**src/rtl/filter_core_multi.sv**
```systemverilog
// Multi-pump filter controller: REQ/ACK command intake, float-sensor debounce,
// per-channel soft-start and period-aligned PWM from one shared counter.
module filter_core_multi #(
  parameter int unsigned NUM_PUMPS  = 2,
  parameter int unsigned LEVEL_BITS = 4,
  parameter int unsigned PWM_BITS   = 8,
  parameter int unsigned CLK_FREQ   = 50_000_000,
  parameter int unsigned STABLE_MS  = 20,
  parameter int unsigned RAMP_DIV   = 1000,
  parameter int unsigned CH_BITS    = (NUM_PUMPS > 1) ? $clog2(NUM_PUMPS) : 1
) (
  input  logic                          clk,
  input  logic                          reset_n,
  input  logic [CH_BITS+LEVEL_BITS-1:0] data,
  input  logic                          req,
  output logic                          ack,
  input  logic                          level_sensor,
  output logic [NUM_PUMPS-1:0]          pwm_pump,
  output logic                          dry_fault,
  output logic                          cmd_reject,
  output logic                          ramp_active
);

  localparam int unsigned StableCycles = CLK_FREQ / 1000 * STABLE_MS;
  localparam int unsigned DbW          = $clog2(StableCycles + 1);
  localparam int unsigned PreW         = $clog2(RAMP_DIV + 1);
  localparam int unsigned DataW        = CH_BITS + LEVEL_BITS;

  localparam logic [0:0] StIdle = 1'b0;
  localparam logic [0:0] StAck  = 1'b1;

  logic                  req_meta_q, req_s_q, lvl_meta_q, lvl_s_q;
  logic [0:0]            state_q, state_d;
  logic [DataW-1:0]      data_q, data_d;
  logic                  cmd_valid_q, cmd_valid_d;
  logic                  cmd_reject_q, cmd_reject_d;
  logic                  stable_q, stable_d;
  logic [DbW-1:0]        db_cnt_q, db_cnt_d;
  logic [PreW-1:0]       pre_cnt_q, pre_cnt_d;
  logic                  tick;
  logic [PWM_BITS-1:0]   pwm_cnt_q, pwm_cnt_d;
  logic                  pwm_wrap;
  logic [PWM_BITS-1:0]   tgt_q [NUM_PUMPS];
  logic [PWM_BITS-1:0]   tgt_d [NUM_PUMPS];
  logic [PWM_BITS-1:0]   cur_q [NUM_PUMPS];
  logic [PWM_BITS-1:0]   cur_d [NUM_PUMPS];
  logic [PWM_BITS-1:0]   cmp_q [NUM_PUMPS];
  logic [PWM_BITS-1:0]   cmp_d [NUM_PUMPS];
  logic [NUM_PUMPS-1:0]  pwm_q, pwm_d;
  logic [NUM_PUMPS-1:0]  below;
  logic [CH_BITS-1:0]    cmd_ch;
  logic [LEVEL_BITS-1:0] cmd_code;
  logic [PWM_BITS-1:0]   cmd_duty;

  assign cmd_ch   = data_q[DataW-1 -: CH_BITS];
  assign cmd_code = data_q[LEVEL_BITS-1:0];
  assign tick     = (pre_cnt_q == PreW'(RAMP_DIV - 1));
  assign pwm_wrap = &pwm_cnt_q;

  // Handshake: latch once per request; a held req never re-latches.
  always_comb begin
    state_d     = state_q;
    data_d      = data_q;
    cmd_valid_d = 1'b0;
    case (state_q)
      StIdle: begin
        if (req_s_q) begin
          state_d     = StAck;
          data_d      = data;
          cmd_valid_d = 1'b1;
        end
      end
      default: begin
        if (!req_s_q) state_d = StIdle;
      end
    endcase
  end

  // Extremes map to full off / full on; otherwise left-justify the code.
  always_comb begin
    if (cmd_code == '0) begin
      cmd_duty = '0;
    end else if (&cmd_code) begin
      cmd_duty = '1;
    end else begin
      cmd_duty = PWM_BITS'(cmd_code) << (PWM_BITS - LEVEL_BITS);
    end
  end

  assign cmd_reject_d = cmd_valid_q && (32'(cmd_ch) >= NUM_PUMPS);

  always_comb begin
    stable_d = stable_q;
    db_cnt_d = '0;
    if (lvl_s_q != stable_q) begin
      if (db_cnt_q == DbW'(StableCycles - 1)) begin
        stable_d = lvl_s_q;
      end else begin
        db_cnt_d = db_cnt_q + DbW'(1);
      end
    end
  end

  assign pre_cnt_d = tick ? '0 : pre_cnt_q + PreW'(1);
  assign pwm_cnt_d = pwm_cnt_q + PWM_BITS'(1);

  always_comb begin
    for (int i = 0; i < NUM_PUMPS; i++) begin
      tgt_d[i] = tgt_q[i];
      if (cmd_valid_q && (cmd_ch == CH_BITS'(i))) tgt_d[i] = cmd_duty;

      cur_d[i] = cur_q[i];
      if (stable_q) begin
        cur_d[i] = '0;
      end else if (tgt_q[i] < cur_q[i]) begin
        cur_d[i] = tgt_q[i];
      end else if (tick && (cur_q[i] < tgt_q[i])) begin
        cur_d[i] = cur_q[i] + PWM_BITS'(1);
      end

      // Compare shadow only moves at the wrap, cleared during a fault so
      // re-entry never resumes at a stale duty.
      cmp_d[i] = stable_q ? '0 : (pwm_wrap ? cur_q[i] : cmp_q[i]);
      pwm_d[i] = !stable_q && (pwm_cnt_q < cmp_q[i]);
      below[i] = cur_q[i] < tgt_q[i];
    end
  end

  always_ff @(posedge clk or negedge reset_n) begin
    if (!reset_n) begin
      req_meta_q   <= 1'b0;
      req_s_q      <= 1'b0;
      lvl_meta_q   <= 1'b0;
      lvl_s_q      <= 1'b0;
      state_q      <= StIdle;
      data_q       <= '0;
      cmd_valid_q  <= 1'b0;
      cmd_reject_q <= 1'b0;
      stable_q     <= 1'b1;
      db_cnt_q     <= '0;
      pre_cnt_q    <= '0;
      pwm_cnt_q    <= '0;
      pwm_q        <= '0;
      for (int i = 0; i < NUM_PUMPS; i++) begin
        tgt_q[i] <= '0;
        cur_q[i] <= '0;
        cmp_q[i] <= '0;
      end
    end else begin
      req_meta_q   <= req;
      req_s_q      <= req_meta_q;
      lvl_meta_q   <= level_sensor;
      lvl_s_q      <= lvl_meta_q;
      state_q      <= state_d;
      data_q       <= data_d;
      cmd_valid_q  <= cmd_valid_d;
      cmd_reject_q <= cmd_reject_d;
      stable_q     <= stable_d;
      db_cnt_q     <= db_cnt_d;
      pre_cnt_q    <= pre_cnt_d;
      pwm_cnt_q    <= pwm_cnt_d;
      pwm_q        <= pwm_d;
      for (int i = 0; i < NUM_PUMPS; i++) begin
        tgt_q[i] <= tgt_d[i];
        cur_q[i] <= cur_d[i];
        cmp_q[i] <= cmp_d[i];
      end
    end
  end

  assign ack         = (state_q == StAck);
  assign pwm_pump    = pwm_q;
  assign dry_fault   = stable_q;
  assign cmd_reject  = cmd_reject_q;
  assign ramp_active = |below;

endmodule

```
**config.mk**
```make
export PLATFORM = sky130hd
export DESIGN_NAME = filter_core_multi
export DESIGN_NICKNAME = d
export VERILOG_FILES = /design/src/rtl/filter_core_multi.sv
export SDC_FILE = /design/constraint.sdc
export NUM_CORES = 1
export LEC_CHECK = 0
export CAP_MARGIN = 20
export CORE_ASPECT_RATIO = 2
export CORE_MARGIN = 2
export CORE_UTILIZATION = 60
export CTS_CLUSTER_DIAMETER = 60
export DETAILED_ROUTE_END_ITERATION = 8
export PLACE_DENSITY = 0.76
export SLEW_MARGIN = 20
export SYNTH_ARGS = -nofsm -noshare
export SYNTH_HDL_FRONTEND = slang
export SYNTH_SLANG_ARGS = --single-unit
```
**constraint.sdc**
```tcl
create_clock -name clk -period 2.6 [get_ports clk]
set_input_delay 0.52 -clock clk [delete_from_list [all_inputs] [get_ports clk]]
set_output_delay 0.52 -clock clk [all_outputs]
set_load 0.01 [all_outputs]
```
==> impl_metrics.yaml, run 1 <==
run_status:
  outcome: "complete, no violations"
critical_path:
  slowest_delay_ns: 0.40
  cp_max_fo: 4
  start_kind: "register"
  critPathKind: "reg2out"
  worstPathRequired_ns: 2.08
  critPathSlowestCell: "dfrtp_1"
  cp_top_family: "compound AO/OA/AOI/OAI gates"
  crit_chain: "inv_1 > ha_1 > nor2b_1 > o211ai_1 > a21oi_1 > o21ai_0 > clkdlybuf4s15_2"
  cp-end-kind: "output pin"
  r2r_slack_ns: 0.27
  worst_ep_arrival_time_ns: 2.01
  critical_path_buf_inv_count: 2
place:
  place_ws_ns: 0.07816
  dp_hpwl_um: 7050
  portBuffers: 13
  gp_congestion: 0.8748
global_routing:
  met2_usage_pct: 44.21
  grt_pass1_wl_um: 15870
  grt_pass1_vias: 3548
  met1_usage_pct: 25.52
  use_met3_pct: 4.709
  grt_max_degree: 41
  overflow: 0
  grt_antenna_before_repair: 0
  gr-max-usage-layer: "met2"
  grt_util_all_layers_pct: 24.15
timing:
  fin_crit_sh_pct: 97.14
  fin_crit_ns: 2.526
  timing.setup.tns_ns: 0
  finalClockSkew_ns: 0.005822
  setup-violations-final: 0
  slew_headroom_pct: 37.35
  rsz0062_at_grt: "false"
  worst_slew_pin_slew_ns: 0.9398
  finalMaxSlewViolations: 0
  whs_ns: 0.1484
  fmax_mhz: 395.9
  final.setup.worst_slack_ns: 0.07431
  hold_viol: 0
logic_synthesis:
  yosysTopAreaCell: "dfrtp_1"
  synth_edf_count: 0
  synth_flop_cell: "dfrtp_1"
  syn_inst: 483
  synth_area_leaders: "dfrtp_1 (48%), ha_1 (9.1%), xor2_1 (4.5%)"
  synth_top_cell_area_share_pct: 48.34
  ys_ff_latch: 94
  syn_avg_cell_area_um2: 9.968
  yosys_warnings: 0
  netlist_area_mm2: 0.004815
  ys_seq_area_share_pct: 48.88
  async_reset_ff_share_pct: 100.0
  synth.distinct_cells: 46
  synth_nets: 527
detailed_routing:
  post_drt_wl_per_cell_um: 15.52
  drt-initial-drc-count: 200
  ant_nets: 0
  wl_um: 9423
  num_vias: 3506
  drc_errors: 0
  firstDrtPassIters: 4
  avgViaCountPerCell: 5.776
floorplanning:
  boundaryPins: 15
  core_area_mm2: 0.007885
  rows: 46
  start_util_pct: 61.06
  die_y_um: 130.7
  die_area_mm2: 0.008800
  chipWidth_um: 67.34
cts:
  cts_root_buf: "clkbuf_16"
  cts.sinks: 94
  cts.hold.buffers_added: 0
  htree_num_levels: 3
  cts_buffers: 9
  clock_latency_ns: 0.34
  cts_tree: "built"
  clk_pin_slew_ns: 0.07
  cts.path.max_buffers: 2
pwr:
  peakVddDrop_v: 0.0007040
  p_leak_nw: 2.356
  p_total_mw: 4.529
  power.density_mw_per_mm2: 835.7
cells_and_area:
  area_growth_pct: 12.55
  fill_cells: 614
  layout_commonest_cell: "dfrtp_1"
  diodes: 0
  layout-drive-gt1-share_pct: 9.589
  most-common-layout-cells: "dfrtp_1 (93), nand2_1 (54), nor2_1 (47)"
  nets: 550
run:
  max-cap-violations: 0
worst_hold_path:
  hp-class: "in2async"
repair_timing:
action	CTS	global route
resized for setup	4	3
pin swaps	0	2
setup endpoints to repair	1	1
hold endpoints to repair	0	0
buffers inserted	0	1
routing by layer:
layer	vias to the layer above	wire, um
met5	-	0
met4	0	228
met3	17	187
met2	57	5423
met1	1726	3584
li1	1706	-
Yosys cell counts, types with 3 or more instances:
library cell / instances
dfrtp_1: 93
nand2_1: 54
nor2_1: 49
ha_1: 35
inv_1: 29
a21oi_1: 28
nand3_1: 25
xor2_1: 25
xnor2_1: 19
o21ai_0: 14
clkbuf_1: 13
nand4_1: 13
a211oi_1: 10
mux2_2: 10
and3_1: 9
a21o_1: 5
nor2b_1: 5
nand2b_1: 4
nor3_1: 4
and2_1: 3
mux2i_1: 3
nor4_1: 3
o211ai_1: 3
flip-flops by register name, summed over array words and instances (netlist names):
register and cells:
db_cnt_q 20, cmp_q 16, cur_q 16, pre_cnt_q 10
tgt_q 10, pwm_cnt_q 8, data_q 5, pwm_pump 2
ack 1, cmd_valid_q 1, dry_fault 1, lvl_meta_q 1
lvl_s_q 1, req_meta_q 1, req_s_q 1
stage by stage:
step / utilization (%) / cell area [um2] / cells
after global routing: 68.72 / 5419 / 607
after floorplan: - / 4815 / 483
final: 68.72 / 5419 / 607
after detailed placement: 64.82 / 5111 / 590
after CTS: 68.50 / 5401 / 606
after global placement: 64.82 / 5111 / 590
worst reg2reg max path, cell delays in order (launching register included):
cell and delay [ns]:
dfrtp_1 0.39, ha_1 0.26, nand4_2 0.16, nor4_4 0.28, nor3b_4 0.30, nand4_1 0.20
or3_1 0.39, a311oi_1 0.25
final timing paths:
path	to	from	cells after the start
worst max-delay path	ramp_active	tgt_q[11]$_DFFE_PN0P_	7
worst min-delay path	db_cnt_q[6]$_DFF_PN0_	reset_n	1
worst max register to register	cur_q[7]$_DFFE_PN0P_	pre_cnt_q[0]$_DFF_PN0_	7
worst min register to register	lvl_s_q$_DFF_PN0_	lvl_meta_q$_DFF_PN0_	0
max in group asynchronous	pwm_cnt_q[0]$_DFF_PN0_	reset_n	2
min in group clk	lvl_s_q$_DFF_PN0_	lvl_meta_q$_DFF_PN0_	0
logic make-up (layout without fill, tap and decap cells):
group                    Yosys count  in the layout  share of synthesized area (%)
XOR/XNOR                          44             44                          8.004
AND/OR/NAND/NOR                  182            182                          18.58
adder cells (fa/ha/maj)           35             35                          9.096
buffers and inverters             44             72                          3.534
AO/OA/AOI/OAI                     70             70                          8.862
flip-flops                        94             94                          48.88
multiplexers                      13             13                          2.963
other                              1              1                        0.07789
report_power, final:
group	internal, mW	switching, mW
sequential	1.67	0.199
clock	0.704	0.541
combinational	0.639	0.777
total	3.01	1.52
layout make-up:
cell class              instances  area [um2]  share of cell area, %
flip-flops and latches         94        2354                  43.43
inverters                      29       108.9                  2.009
well taps                      96       120.1                  2.217
clock inverters                 4       32.53                 0.6003
repair buffers                 27       246.5                  4.549
clock buffers                  12       256.5                  4.733
multi-input cells             345        2301                  42.46
Power figures use the tool's default switching activity.
==> inputs of run 2 (changes only) <==
Settings changed: CORE_ASPECT_RATIO 2 to default, CORE_MARGIN 2 to default.
==> run 2 against run 1 <==
Clock power fell by 17%. First-iteration DRC count rose by 16%. Design area fell by 0.88%. Sequential power barely moved. Combinational power barely moved. Worst hold slack got worse by 0.086 ns. Clock-buffer cell count did not move. Fmax rose by 3.1%. Power fell by 3.8%. Largest cell class unchanged. Worst setup slack improved by 0.075 ns. Core utilization rose by 0.79 points. Via count fell by 2.1%.
==> impl_metrics.yaml, run 2 (same netlist as run 1, synthesis figures left out) <==
run_status:
  outcome: "complete, no violations"
floorplanning:
  die_area_mm2: 0.008387
  boundaryPins: 15
  die_y_um: 91.58
  core_area_mm2: 0.007727
  rows: 32
  chipWidth_um: 91.58
  start_util_pct: 62.31
pwr:
  pwr-share-seq_pct: 43.2
  p_leak_nw: 2.338
  clkPwrFrac_pct: 23.7
  peakVddDrop_v: 0.0005325
  combPwrFrac_pct: 33.1
  p_sw_share_pct: 34.55
  power.density_mw_per_mm2: 811.1
  intPower_mw: 2.852
  p_switching_mw: 1.505
cts:
  clk_pin_slew_ns: 0.09
  cts.hold.buffers_added: 0
  htree_num_levels: 3
  clock_latency_ns: 0.37
  cts_root_buf: "clkbuf_8"
  cts_tree: "built"
  cts.sinks: 94
  cts_buffers: 9
  cts.path.max_buffers: 2
critical_path:
  worst_ep_arrival_time_ns: 1.93
  start_kind: "register"
  critical_path_buf_inv_count: 2
  cp_top_family: "flip-flops"
  cp-end-kind: "output pin"
  critPathKind: "reg2out"
  crit_chain: "inv_1 > ha_1 > a211oi_2 > nor2_2 > nor2_2 > nand2_1 > o21ai_2 > buf_2"
  slowest_delay_ns: 0.37
  critPathSlowestCell: "dfrtp_1"
  worstPathRequired_ns: 2.08
  crit_top_cell: "nor2_2"
  cp_max_fo: 3
cells_and_area:
  fill_cells: 598
  largest_register: "db_cnt_q"
  layout-drive-gt1-share_pct: 10.12
  final_util_pct: 69.51
  layout_commonest_cell: "dfrtp_1"
  top_regs: "db_cnt_q (20), cmp_q (16), cur_q (16)"
  most-common-layout-cells: "dfrtp_1 (93), nand2_1 (54), nor2_1 (47)"
  nets: 553
  diodes: 0
  largest_reg_flops: 20
  area_growth_pct: 11.56
detailed_routing:
  drc_errors: 0
  wl_um: 8775
  post_drt_wl_per_cell_um: 14.25
  firstDrtPassIters: 4
  ant_nets: 0
  avgViaCountPerCell: 5.571
  num_vias: 3432
  drt-initial-drc-count: 232
timing:
  fin_crit_sh_pct: 94.24
  rsz0062_at_grt: "false"
  setup-violations-final: 0
  fin_crit_ns: 2.450
  timing.setup.tns_ns: 0
  slew_headroom_pct: 60.35
  hold_viol: 0
  fmax_mhz: 408.1
  finalMaxSlewViolations: 0
  worst_slew_pin_slew_ns: 0.5913
  finalClockSkew_ns: 0.01210
global_routing:
  grt_antenna_before_repair: 0
  grt_util_all_layers_pct: 23.86
  grt_pass1_wl_um: 15730
  grt_max_degree: 47
  overflow: 0
  grt_pass1_vias: 3510
worst_hold_path:
  hp-class: "in2async"
place:
  gp_congestion: 0.8048
  dp_hpwl_um: 6372
  portBuffers: 13
run:
  max-cap-violations: 0
## run 2: cell count changes in the layout (fill, tap and decap cells not counted), moves of 2 or more
cell	before	now
clkbuf_16	9	0
bufinv_16	0	2
buf_4	14	17
clkbuf_8	2	9
clkinv_4	2	0
clkbuf_1	1	3
## run 2: repair_timing
action / CTS / global route
pin swaps: 0 / 2
buffers inserted: 0 / 4
setup endpoints to repair: 1 / 6
resized for setup: 3 / 7
## run 2: layer usage
| layer | GRT usage, % | up-vias | share of wire (%) |
|---|---|---|---|
| met5 | 0 | - | 0 |
| met4 | 10.85 | 0 | 1.9 |
| met3 | 3.518 | 12 | 3.2 |
| met2 | 39.22 | 58 | 48 |
| met1 | 31.32 | 1653 | 47 |
| li1 | - | 1709 | - |
## run 2: through the flow
stage	hold slack, ns	power [mW]	area (um2)	instances	setup WS, ns
6_report	0.06200	4.357	5371	616	0.1497
5_1_grt	0.08103	4.641	5371	616	0.02845
4_1_cts	0.05799	4.319	5328	612	0.004093
3_5_place_dp	0.3364	3.272	5119	596	0.1039
3_3_place_gp	0.3349	3.198	5119	596	0.1568
2_1_floorplan	0.2244	2.783	4815	483	0.4916
## run 2: final cells by class
| type | instances | area [um2] | share of cell area, % |
|---|---|---|---|
| clock buffer | 12 | 135.1 | 2.516 |
| clock inverter | 4 | 72.57 | 1.351 |
| inverter | 29 | 108.9 | 2.027 |
| multi-input combinational | 345 | 2311 | 43.02 |
| sequential | 94 | 2354 | 43.82 |
| tap | 102 | 127.6 | 2.376 |
| timing repair buffer | 30 | 262.8 | 4.892 |
## run 2: path summary, 6_finish.rpt
check / startpoint / endpoint / slack, ns / cells after the start
setup / recovery: tgt_q[5]$_DFFE_PN0P_ / ramp_active / 0.15 / 8
hold / removal: reset_n / pre_cnt_q[8]$_DFF_PN0_ / 0.06 / 1
setup reg to reg: pre_cnt_q[0]$_DFF_PN0_ / cur_q[7]$_DFFE_PN0P_ / 0.18 / 7
hold reg to reg: req_meta_q$_DFF_PN0_ / req_s_q$_DFF_PN0_ / 0.35 / 0
max in group asynchronous: reset_n / cur_q[13]$_DFFE_PN0P_ / 1.92 / 2
min in group clk: req_meta_q$_DFF_PN0_ / req_s_q$_DFF_PN0_ / 0.35 / 0
## run 2: power groups by stage
stage / clock network [mW] / logic, mW / registers, mW
5_1_grt: 1.11 / 1.62 / 1.91
2_1_floorplan: 0 / 0.925 / 1.86
3_5_place_dp: 0 / 1.36 / 1.91
6_report: 1.03 / 1.44 / 1.88
3_3_place_gp: 0 / 1.30 / 1.89
4_1_cts: 1.06 / 1.38 / 1.88
